### src/rtl/hex_byte_decoder.sv
// Receive-side stage that pops ASCII characters from the serial RX FIFO and turns pairs of hex digits
// into bytes. It hands each byte to a consumer with a strobe/ready handshake and reports line ends.
module hex_byte_decoder #(
    parameter int COUNT_WIDTH = 16
) (
    input  logic                   clk,
    input  logic                   reset,
    input  logic [7:0]             in_data,
    input  logic                   in_available,
    output logic                   in_strobe,
    output logic [7:0]             out_data,
    output logic                   out_strobe,
    input  logic                   out_ready,
    output logic                   line_strobe,
    output logic                   line_error,
    output logic [COUNT_WIDTH-1:0] byte_count
);

    typedef enum logic [1:0] {
        NIBBLE_HI,
        NIBBLE_LO,
        OUT_WAIT
    } state_t;

    typedef enum logic [1:0] {
        CLS_HEX,
        CLS_SPACE,
        CLS_EOL,
        CLS_BAD
    } char_class_t;

    state_t                 state_q, state_d;
    logic [3:0]             hi_q, hi_d;
    logic                   err_q, err_d;
    logic [COUNT_WIDTH-1:0] count_q, count_d;

    logic                   in_strobe_d;
    logic [7:0]             out_data_d;
    logic                   out_strobe_d;
    logic                   line_strobe_d;
    logic                   line_error_d;
    logic [COUNT_WIDTH-1:0] byte_count_d;

    char_class_t            char_class;
    logic [3:0]             char_nibble;

    // Character classification and hex-digit value of the FIFO head.
    always_comb begin
        char_class  = CLS_BAD;
        char_nibble = 4'h0;
        if (in_data >= 8'h30 && in_data <= 8'h39) begin
            char_class  = CLS_HEX;
            char_nibble = 4'(in_data - 8'h30);
        end else if (in_data >= 8'h61 && in_data <= 8'h66) begin
            char_class  = CLS_HEX;
            char_nibble = 4'(in_data - 8'h57);
        end else if (in_data >= 8'h41 && in_data <= 8'h46) begin
            char_class  = CLS_HEX;
            char_nibble = 4'(in_data - 8'h37);
        end else if (in_data == 8'h20 || in_data == 8'h09) begin
            char_class  = CLS_SPACE;
        end else if (in_data == 8'h0A || in_data == 8'h0D) begin
            char_class  = CLS_EOL;
        end
    end

    // Next-state and next-output logic; a character only acts in its in_strobe cycle.
    always_comb begin
        state_d       = state_q;
        hi_d          = hi_q;
        err_d         = err_q;
        count_d       = count_q;
        out_data_d    = out_data;
        out_strobe_d  = 1'b0;
        line_strobe_d = 1'b0;
        line_error_d  = line_error;
        byte_count_d  = byte_count;
        in_strobe_d   = in_available && (state_q != OUT_WAIT) && !in_strobe;

        unique case (state_q)
            NIBBLE_HI: begin
                if (in_strobe) begin
                    unique case (char_class)
                        CLS_HEX: begin
                            hi_d    = char_nibble;
                            state_d = NIBBLE_LO;
                        end
                        CLS_SPACE: ;
                        CLS_BAD: err_d = 1'b1;
                        CLS_EOL: begin
                            line_strobe_d = 1'b1;
                            line_error_d  = err_q;
                            byte_count_d  = count_q;
                            err_d         = 1'b0;
                            count_d       = '0;
                            hi_d          = 4'h0;
                        end
                        default: ;
                    endcase
                end
            end

            NIBBLE_LO: begin
                if (in_strobe) begin
                    unique case (char_class)
                        CLS_HEX: begin
                            out_data_d = {hi_q, char_nibble};
                            state_d    = OUT_WAIT;
                        end
                        CLS_SPACE, CLS_BAD: begin
                            err_d   = 1'b1;
                            hi_d    = 4'h0;
                            state_d = NIBBLE_HI;
                        end
                        CLS_EOL: begin
                            // A dangling high nibble makes the ending line erroneous.
                            line_strobe_d = 1'b1;
                            line_error_d  = 1'b1;
                            byte_count_d  = count_q;
                            err_d         = 1'b0;
                            count_d       = '0;
                            hi_d          = 4'h0;
                            state_d       = NIBBLE_HI;
                        end
                        default: ;
                    endcase
                end
            end

            OUT_WAIT: begin
                if (out_ready && !out_strobe) begin
                    out_strobe_d = 1'b1;
                    count_d      = (count_q == {COUNT_WIDTH{1'b1}}) ? count_q : count_q + 1'b1;
                    state_d      = NIBBLE_HI;
                end
            end

            default: state_d = NIBBLE_HI;
        endcase
    end

    // State and registered outputs; reset drops any partial or pending byte.
    always_ff @(posedge clk or negedge reset) begin
        if (!reset) begin
            state_q     <= NIBBLE_HI;
            hi_q        <= 4'h0;
            err_q       <= 1'b0;
            count_q     <= '0;
            in_strobe   <= 1'b0;
            out_data    <= 8'h00;
            out_strobe  <= 1'b0;
            line_strobe <= 1'b0;
            line_error  <= 1'b0;
            byte_count  <= '0;
        end else begin
            state_q     <= state_d;
            hi_q        <= hi_d;
            err_q       <= err_d;
            count_q     <= count_d;
            in_strobe   <= in_strobe_d;
            out_data    <= out_data_d;
            out_strobe  <= out_strobe_d;
            line_strobe <= line_strobe_d;
            line_error  <= line_error_d;
            byte_count  <= byte_count_d;
        end
    end

endmodule

### config.mk
export PLATFORM = sky130hd
export DESIGN_NAME = hex_byte_decoder
export DESIGN_NICKNAME = d
export VERILOG_FILES = /design/src/rtl/hex_byte_decoder.sv
export SDC_FILE = /design/constraint.sdc
export NUM_CORES = 1
export LEC_CHECK = 0
export ABC_AREA = 1
export CAP_MARGIN = 20
export CORE_AREA = 2 2 78 99
export DETAILED_ROUTE_END_ITERATION = 12
export DIE_AREA = 0 0 80 101
export HOLD_SLACK_MARGIN = 0.08
export PLACE_DENSITY_LB_ADDON = 0.15
export SLEW_MARGIN = 25
export SYNTH_ARGS = -nofsm -noshare
export SYNTH_HDL_FRONTEND = slang
export SYNTH_SLANG_ARGS = --single-unit
### constraint.sdc
create_clock -name clk -period 3.2 [get_ports clk]
set_input_delay 0.48 -clock clk [delete_from_list [all_inputs] [get_ports clk]]
set_output_delay 0.48 -clock clk [all_outputs]
set_load 0.01 [all_outputs]
==> results.cfg, run 1 <==
[synth]
synth_top_family_by_area = simple AND/OR/NAND/NOR gates
syn-instance-count = 378
async_reset_ff_share_pct = 100.0
synth_area_um2 = 2780
synth-seq-area-share_pct = 45.90
synth_compound_gate_area_share_pct = 5.716
synth_cell_types = 32
avgSynthCellArea_um2 = 7.355
synth_xor_area_share_pct = 1.890
ys.flop_type = dfrtp_1
synthAdderAreaFrac_pct = 2.250
ys_ff_latch = 51
syn-num-nets = 395
ys_warn_count = 0
synthSimpleGateAreaFrac_pct = 37.53
synth_mux_area_share_pct = 0
synth_edf_count = 0

[finish]
final_area_um2 = 3354
final_core_util_pct = 46.71
final_common_cell = nand2_1
antenna_cells = 0
area_delta_synth_final_pct = 20.66
nets = 436
layout.area.seq_um2 = 1276
layout_common_cells = nand2_1, dfrtp_1, nor2_1
fillerInstances = 750
drive_gt1_share_pct = 5.952
multi_input_area_um2 = 1318

[detailed_routing]
drt-initial-drc-count = 114
wl_um = 6365
avgRoutedWirePerCell_um = 12.43
ant_nets = 0
dr.pass1.iters = 4
route.detailed.drc = 0
vias = 2462
viasPerCell = 4.809

[sta]
setup_tns_ns = 0
tightest_slew_ns = 0.4925
setup_ws_ns = 0.9739
setup_violations = 0
hold_ws_ns = 0.1187
finClkSkew_ns = 0.01522
rsz0062_at_grt = false
hold_viol = 0
period_share_pct = 69.57
drv_slew = 0
finalCriticalPeriod_ns = 2.226
timing.slew.headroom_pct = 67.17
max_freq_mhz = 449.2

[place]
postPlaceCellArea_um2 = 3259
io_buffers = 39
pre_cts_ws_ns = 0.6510
hpwlAfterDp_um = 4760
globalplace.congestion = 0.8692

[grt]
grt_max_degree = 30
grt_usage_pct = 17.57
antenna_found_initial = 0
grt_pass1_vias = 2458
grt_pass1_wl_um = 11180
met3_usage_pct = 2.688
met2_usage_pct = 31.28
grtUsageMet1_pct = 20.71
grt_overflow = 0
grt-busiest-layer = met2

[worst_setup_path]
r2r-start = state_q[1]$_DFFE_PN0P_
cp_num_buf_inv = 2
crit_chain = clkdlybuf4s50_1 > inv_1 > ha_1 > nand3_1 > a21oi_2 > nand3_2 > a21oi_4 > nand2_4 > nand2_1 > nand2_1
critPathLaunchType = primary input
critical-path-top-delay-family = simple AND/OR/NAND/NOR gates
r2r_end = count_q[2]$_DFFE_PN0P_
critPathMaxFanout = 16
worstSetupPathDepth = 10
slowest_stage = clkdlybuf4s50_1
reg2reg_slack_ns = 1.27
arrival_ns = 2.42
r2r_cells = 9
end_kind = flip-flop
worstPathRequired_ns = 3.40
critPathMostFrequentCell = nand2_1
slowest_delay_ns = 0.46
critPathKind = in -> reg

[floorplanning]
start_util_pct = 38.71
coreArea_um2 = 7182
ios = 40
fp.dieArea_um2 = 8080
die_h_um = 101
die_x_um = 80
row_count = 35

[min_path]
min_path_type = in -> async

[clocking]
clk_path_buf_depth = 2
cts.clk_slew.worst_paths_ns = 0.11
cts.sinks = 51
cts_buffers = 5
post_cts_resized = 0
clock_latency_ns = 0.31
cts_tree = yes
cts_root_buf = clkbuf_8
holdBufCountCts = 0
h-tree-depth = 2
cts_post_setup_buffers_inserted = 0

[pwr]
power.density_nw_per_um2 = 357.2
leakage_nw = 1.615
ir_drop_uv = 204.6

[status]
status = completed

[job]
cap_violations = 0
## worst max path at each step
| stage | startpoint | slack, ns | end |
|---|---|---|---|
| 2_1_floorplan | in_data[1] | 1.42 | count_q[6]$_DFFE_PN0P_ |
| 3_3_place_gp | in_data[1] | 0.69 | count_q[7]$_DFFE_PN0P_ |
| 3_5_place_dp | in_data[1] | 0.65 | count_q[14]$_DFFE_PN0P_ |
| 4_1_cts | in_data[1] | 0.99 | count_q[14]$_DFFE_PN0P_ |
| 5_1_grt | in_data[1] | 0.81 | count_q[3]$_DFFE_PN0P_ |
| 6_report | in_data[1] | 0.97 | count_q[2]$_DFFE_PN0P_ |
## per-stage QoR
stage,std cells,total power [mW]
after floorplan,378,0.7497
after global placement,504,0.8149
after detailed placement,504,0.8154
after CTS,512,1.224
after global routing,512,1.263
final,512,1.198
## per-layer routing
layer / share of wire, % / vias up
met3: 3.4 / 11
met5: 0 / -
met2: 51 / 56
met1: 43 / 1123
met4: 2.5 / 0
li1: - / 1272
## cells in the mapped netlist (5+ instances only)
cell type,instances,area share [%]
inv_1,33,4.5
o21ai_1,8,1.4
nand2_1,145,20
nand3_1,37,6.7
o21ai_0,11,2.0
ha_1,5,2.3
xor2_1,5,1.6
nor3_1,6,1.1
a21oi_1,5,0.90
buf_2,5,0.90
dfrtp_1,51,46
nor2_1,41,5.5
## registers in the layout, indices dropped and copies added, names as in the netlist
| signal | flops |
|---|---|
| byte_count | 16 |
| count_q | 16 |
| err_q | 1 |
| hi_q | 4 |
| in_strobe | 1 |
| line_error | 1 |
| line_strobe | 1 |
| out_data | 8 |
| out_strobe | 1 |
| state_q | 2 |
## logic make-up after synthesis
logic type	Yosys count
buffers and inverters	45
AOI/OAI and AO/OA	28
xor gates and xnor gates	6
and+or+nand+nor	243
DFF	51
adders and majority gates	5
## area by class of cell
| type | count | area share [%] |
|---|---|---|
| Clock inverter | 3 | 0.7833 |
| Sequential cell | 51 | 38.05 |
| Tap cell | 92 | 3.432 |
| Timing Repair Buffer | 43 | 12.38 |
| Clock buffer | 5 | 2.051 |
| Multi-Input combinational cell | 282 | 39.28 |
| Inverter | 36 | 4.028 |
## power breakdown
group	switching [mW]	leakage, nW	total (mW)	internal (mW)
registers	0.0138	0.705	0.679	0.665
clock network	0.235	0.0491	0.396	0.161
logic	0.0705	0.861	0.123	0.0523
total	0.319	1.62	1.20	0.879
No activity file was read; power rests on OpenSTA's default activity.
==> run 2, diff against run 1 <==
==> constraint.sdc (replaced) <==
create_clock -name clk -period 2.23 [get_ports clk]
set_input_delay 0.3345 -clock clk [delete_from_list [all_inputs] [get_ports clk]]
set_output_delay 0.3345 -clock clk [all_outputs]
set_load 0.01 [all_outputs]
==> results.cfg, run 2 (synthesis results as in run 1) <==
[status]
status = completed

[detailed_routing]
wl_um = 6388
dr.pass1.iters = 4
avgRoutedWirePerCell_um = 12.28
viasPerCell = 4.783
route.detailed.drc = 0
vias = 2487
ant_nets = 0
drt-initial-drc-count = 119

[job]
cap_violations = 0

[finish]
layout.area.seq_um2 = 1276
fillerInstances = 753
nets = 444
antenna_cells = 0
layout_common_cells = nand2_1, dfrtp_1, nor2_1
drive_gt1_share_pct = 7.477
layout.cells.non_filler = 520
area_delta_synth_final_pct = 24.44
final_area_um2 = 3460
top_regs = byte_count: 16 flops, count_q: 16 flops, out_data: 8 flops
multi_input_area_um2 = 1318
final_common_cell = nand2_1

[clocking]
holdBufCountCts = 1
cts_root_buf = clkbuf_8
clk_path_buf_depth = 2
cts_buffers = 5
h-tree-depth = 2
cts_tree = yes
cts.clk_slew.worst_paths_ns = 0.09
clock_latency_ns = 0.31
cts.sinks = 51
cts_post_setup_buffers_inserted = 0
post_cts_resized = 0

[worst_setup_path]
r2r_end = count_q[13]$_DFFE_PN0P_
critPathLaunchType = flip-flop
worstPathRequired_ns = 2.48
r2r_cells = 9
reg2reg_slack_ns = 0.24
slowest_stage = dfrtp_1
critPathMostFrequentCell = nand2_1
end_kind = flip-flop
slowest_delay_ns = 0.42
r2r-start = count_q[0]$_DFFE_PN0P_
crit_chain = ha_1 > nand3_1 > inv_1 > nand4_1 > clkinv_1 > nand4_4 > nand2_4 > nand2_1 > nand2_1
arrival_ns = 2.24
critPathMaxFanout = 17
critPathKind = reg -> reg

[floorplanning]
die_x_um = 80
fp.dieArea_um2 = 8080
row_count = 35
start_util_pct = 38.71
coreArea_um2 = 7182
ios = 40
die_h_um = 101

[pwr]
power.density_nw_per_um2 = 524.5
leakage_nw = 1.673
power_mw = 1.815
ir_drop_uv = 325.1

[sta]
finalCriticalPeriod_ns = 1.988
finClkSkew_ns = 0.006611
max_freq_mhz = 502.9
drv_slew = 0
rsz0062_at_grt = false
setup_violations = 0
timing.slew.headroom_pct = 73.69
setup_tns_ns = 0
tightest_slew_ns = 0.3916
period_share_pct = 89.16
hold_viol = 0

[place]
globalplace.congestion = 0.8620
hpwlAfterDp_um = 4895
io_buffers = 39
postPlaceCellArea_um2 = 3337
dp_cells = 511

[grt]
grt_max_degree = 45
grt_usage_pct = 17.25
grt_overflow = 0
antenna_found_initial = 0
grt_pass1_wl_um = 11010
grt_pass1_vias = 2423

[min_path]
min_path_type = in -> async
==> run 2: how the worst max path moves through the flow <==
stage / start / end / slack [ns] / cells after the start
6_report: count_q[0]$_DFFE_PN0P_ / count_q[13]$_DFFE_PN0P_ / 0.24 / 9
3_5_place_dp: in_data[1] / count_q[13]$_DFFE_PN0P_ / 0.04 / 10
4_1_cts: count_q[0]$_DFFE_PN0P_ / count_q[10]$_DFFE_PN0P_ / 0.24 / 9
5_1_grt: count_q[0]$_DFFE_PN0P_ / count_q[3]$_DFFE_PN0P_ / 0.03 / 9
3_3_place_gp: in_data[0] / out_data[3]$_DFFE_PN0P_ / 0.09 / 12
2_1_floorplan: in_data[1] / count_q[6]$_DFFE_PN0P_ / 0.60 / 10
==> run 2: per-stage QoR <==
step | setup slack, ns | util (%) | hold WS [ns]
after floorplan | 0.5994 | - | 0.03891
after global placement | 0.09440 | 46.46 | 0.1950
after detailed placement | 0.04279 | 46.46 | 0.2046
after CTS | 0.2434 | 48.17 | 0.3998
after global routing | 0.02667 | 48.17 | 0.4147
final | 0.2417 | 48.17 | 0.4044
==> run 2: per-layer routing <==
metal	track usage, %	up-vias	routed length [um]	part of all wire, %
li1	-	1289	-	-
met1	19.75	1138	2721	43
met2	31.60	50	3352	52
met3	2.599	10	198	3.1
met4	7.040	0	115	1.8
met5	0	-	0	0
==> run 2: power by group <==
group / internal (mW) / leakage [nW] / switching [mW]
Clock: 0.335 / 0.0581 / 0.318
Sequential: 0.955 / 0.705 / 0.0216
Combinational: 0.0823 / 0.910 / 0.103
Total: 1.37 / 1.67 / 0.443
==> run 2: final cells by class <==
class / instances / share of cell area [%]
clock buffers: 5 / 1.989
multi-input cells: 282 / 38.08
clock inverters: 3 / 1.266
well taps: 92 / 3.327
flip-flops and latches: 51 / 36.89
repair buffers: 51 / 14.54
inverters: 36 / 3.906
==> run 2: worst max-delay path, delay by kind of cell (launching register included) <==
kind,cells,cell delay (ns)
adders and majority gates,1,0.28
buffers and inverters,2,0.26
DFF,1,0.42
and+or+nand+nor,6,0.96
==> run 3, diff against run 2 <==
--- a/config.mk
+++ b/config.mk
@@ -7,9 +7,9 @@
 export LEC_CHECK = 0
 export ABC_AREA = 1
 export CAP_MARGIN = 20
-export CORE_AREA = 2 2 78 99
+export CORE_AREA = 2 2 74 93
 export DETAILED_ROUTE_END_ITERATION = 12
-export DIE_AREA = 0 0 80 101
+export DIE_AREA = 0 0 76 95
 export HOLD_SLACK_MARGIN = 0.08
 export PLACE_DENSITY_LB_ADDON = 0.15
 export SLEW_MARGIN = 25
==> results.cfg, run 3 (synthesis results as in run 1) <==
[status]
status = completed

[finish]
drive_gt1_share_pct = 7.477
area_delta_synth_final_pct = 23.00
layout_common_cells = nand2_1, dfrtp_1, nor2_1
final_common_cell = nand2_1
nets = 444
antenna_cells = 0
layout.cells.non_filler = 515
top_regs = byte_count: 16 flops, count_q: 16 flops, out_data: 8 flops

[place]
globalplace.congestion = 0.9121
hpwlAfterDp_um = 5071
dp_cells = 506
io_buffers = 39

[clocking]
cts_root_buf = clkbuf_8
cts.clk_slew.worst_paths_ns = 0.10
clk_path_buf_depth = 2
cts.sinks = 51
cts_buffers = 5
clock_latency_ns = 0.31
cts_tree = yes
post_cts_resized = 0
h-tree-depth = 2

[floorplanning]
die_h_um = 95
ios = 40
fp.dieArea_um2 = 7220
start_util_pct = 43.44
coreArea_um2 = 6400
die_x_um = 76
row_count = 33

[grt]
met2_usage_pct = 36.31
grt_pass1_wl_um = 11220
grt_max_degree = 30
grt_overflow = 0
antenna_found_initial = 0
met3_usage_pct = 2.486
grt-busiest-layer = met2
grtUsageMet1_pct = 22.80
grt_usage_pct = 19.48
grt_pass1_vias = 2434

[worst_setup_path]
crit_chain = ha_1 > nand3_1 > inv_1 > nand4_1 > clkinv_1 > nand4_4 > nand2_4 > nand2_1 > nand2_1
slowest_delay_ns = 0.43
arrival_ns = 2.22
worstPathRequired_ns = 2.48
critPathLaunchType = flip-flop
critPathMaxFanout = 17
end_kind = flip-flop
slowest_stage = dfrtp_1
worstSetupStartpoint = count_q[0]$_DFFE_PN0P_
critical-path-top-delay-family = simple AND/OR/NAND/NOR gates
critPathMostFrequentCell = nand2_1
cp_num_buf_inv = 2
critPathKind = reg -> reg
r2r-start = count_q[0]$_DFFE_PN0P_

[sta]
max_freq_mhz = 506.1
tightest_slew_ns = 0.4715
hold_viol = 0
drv_slew = 0
finClkSkew_ns = 0.01181
rsz0062_at_grt = false
timing.slew.headroom_pct = 68.32
finalCriticalPeriod_ns = 1.976
setup_tns_ns = 0
period_share_pct = 88.60
setup_violations = 0

[detailed_routing]
wl_um = 6544
dr.pass1.iters = 5
viasPerCell = 4.882
ant_nets = 0
avgRoutedWirePerCell_um = 12.71
vias = 2514
drt-initial-drc-count = 181
route.detailed.drc = 0

[pwr]
power.density_nw_per_um2 = 499.5
leakage_nw = 1.659
ir_drop_uv = 489.2

[job]
cap_violations = 0

[min_path]
min_path_type = in -> async
[run 3: final timing paths]
check	depth (start not counted)	slack, ns	end
worst max register to register	9	0.25	count_q[15]$_DFFE_PN0P_
worst max-delay path	9	0.25	count_q[15]$_DFFE_PN0P_
min in group clk	2	0.48	out_data[6]$_DFFE_PN0P_
worst min register to register	2	0.48	out_data[6]$_DFFE_PN0P_
max in group asynchronous	3	1.18	count_q[11]$_DFFE_PN0P_
worst min-delay path	2	0.46	byte_count[3]$_DFFE_PN0P_
[run 3: stage by stage]
| stage | hold slack, ns | power [mW] | util, % | cell area, um^2 | setup WS, ns |
|---|---|---|---|---|---|
| floorplan | 0.03891 | 1.076 | - | 2780 | 0.5994 |
| global placement | 0.2751 | 1.173 | 51.85 | 3318 | 0.07972 |
| detailed placement | 0.2817 | 1.176 | 51.85 | 3318 | 0.03328 |
| CTS | 0.4669 | 1.734 | 53.43 | 3420 | 0.2621 |
| global route | 0.4820 | 1.788 | 53.43 | 3420 | 0.01307 |
| finish | 0.4600 | 1.708 | 53.43 | 3420 | 0.2543 |
[run 3: where the power goes]
part,internal [mW],switching [mW]
registers,0.955,0.0220
logic,0.0791,0.0996
clock network,0.226,0.327
total,1.26,0.449
[run 3: worst register-to-register path: cells and delay by family (launching register included)]
kind / cells / cell delay [ns]
DFF: 1 / 0.43
buffers and inverters: 2 / 0.23
and+or+nand+nor: 6 / 0.97
adders and majority gates: 1 / 0.28
[run 3: area by class of cell]
type / count / area, um^2
Clock buffer: 5 / 68.82
Clock inverter: 3 / 22.52
Fill cell: 611 / 2980
Inverter: 36 / 135.1
Multi-Input combinational cell: 282 / 1318
Sequential cell: 51 / 1276
Tap cell: 87 / 108.9
Timing Repair Buffer: 51 / 490.5
[run 3: repair_timing]
item / 4_1_cts / 5_1_grt
hold buffers: 1 / 0
buffers inserted: 0 / 0
hold endpoints to repair: 15 / 0
[run 3: routing by layer]
metal  part of all wire (%)  vias to the layer above
met2                     53                       49
met1                     42                     1177
li1                       -                     1279
met4                    2.1                        0
met5                      0                        -
met3                    3.0                        9
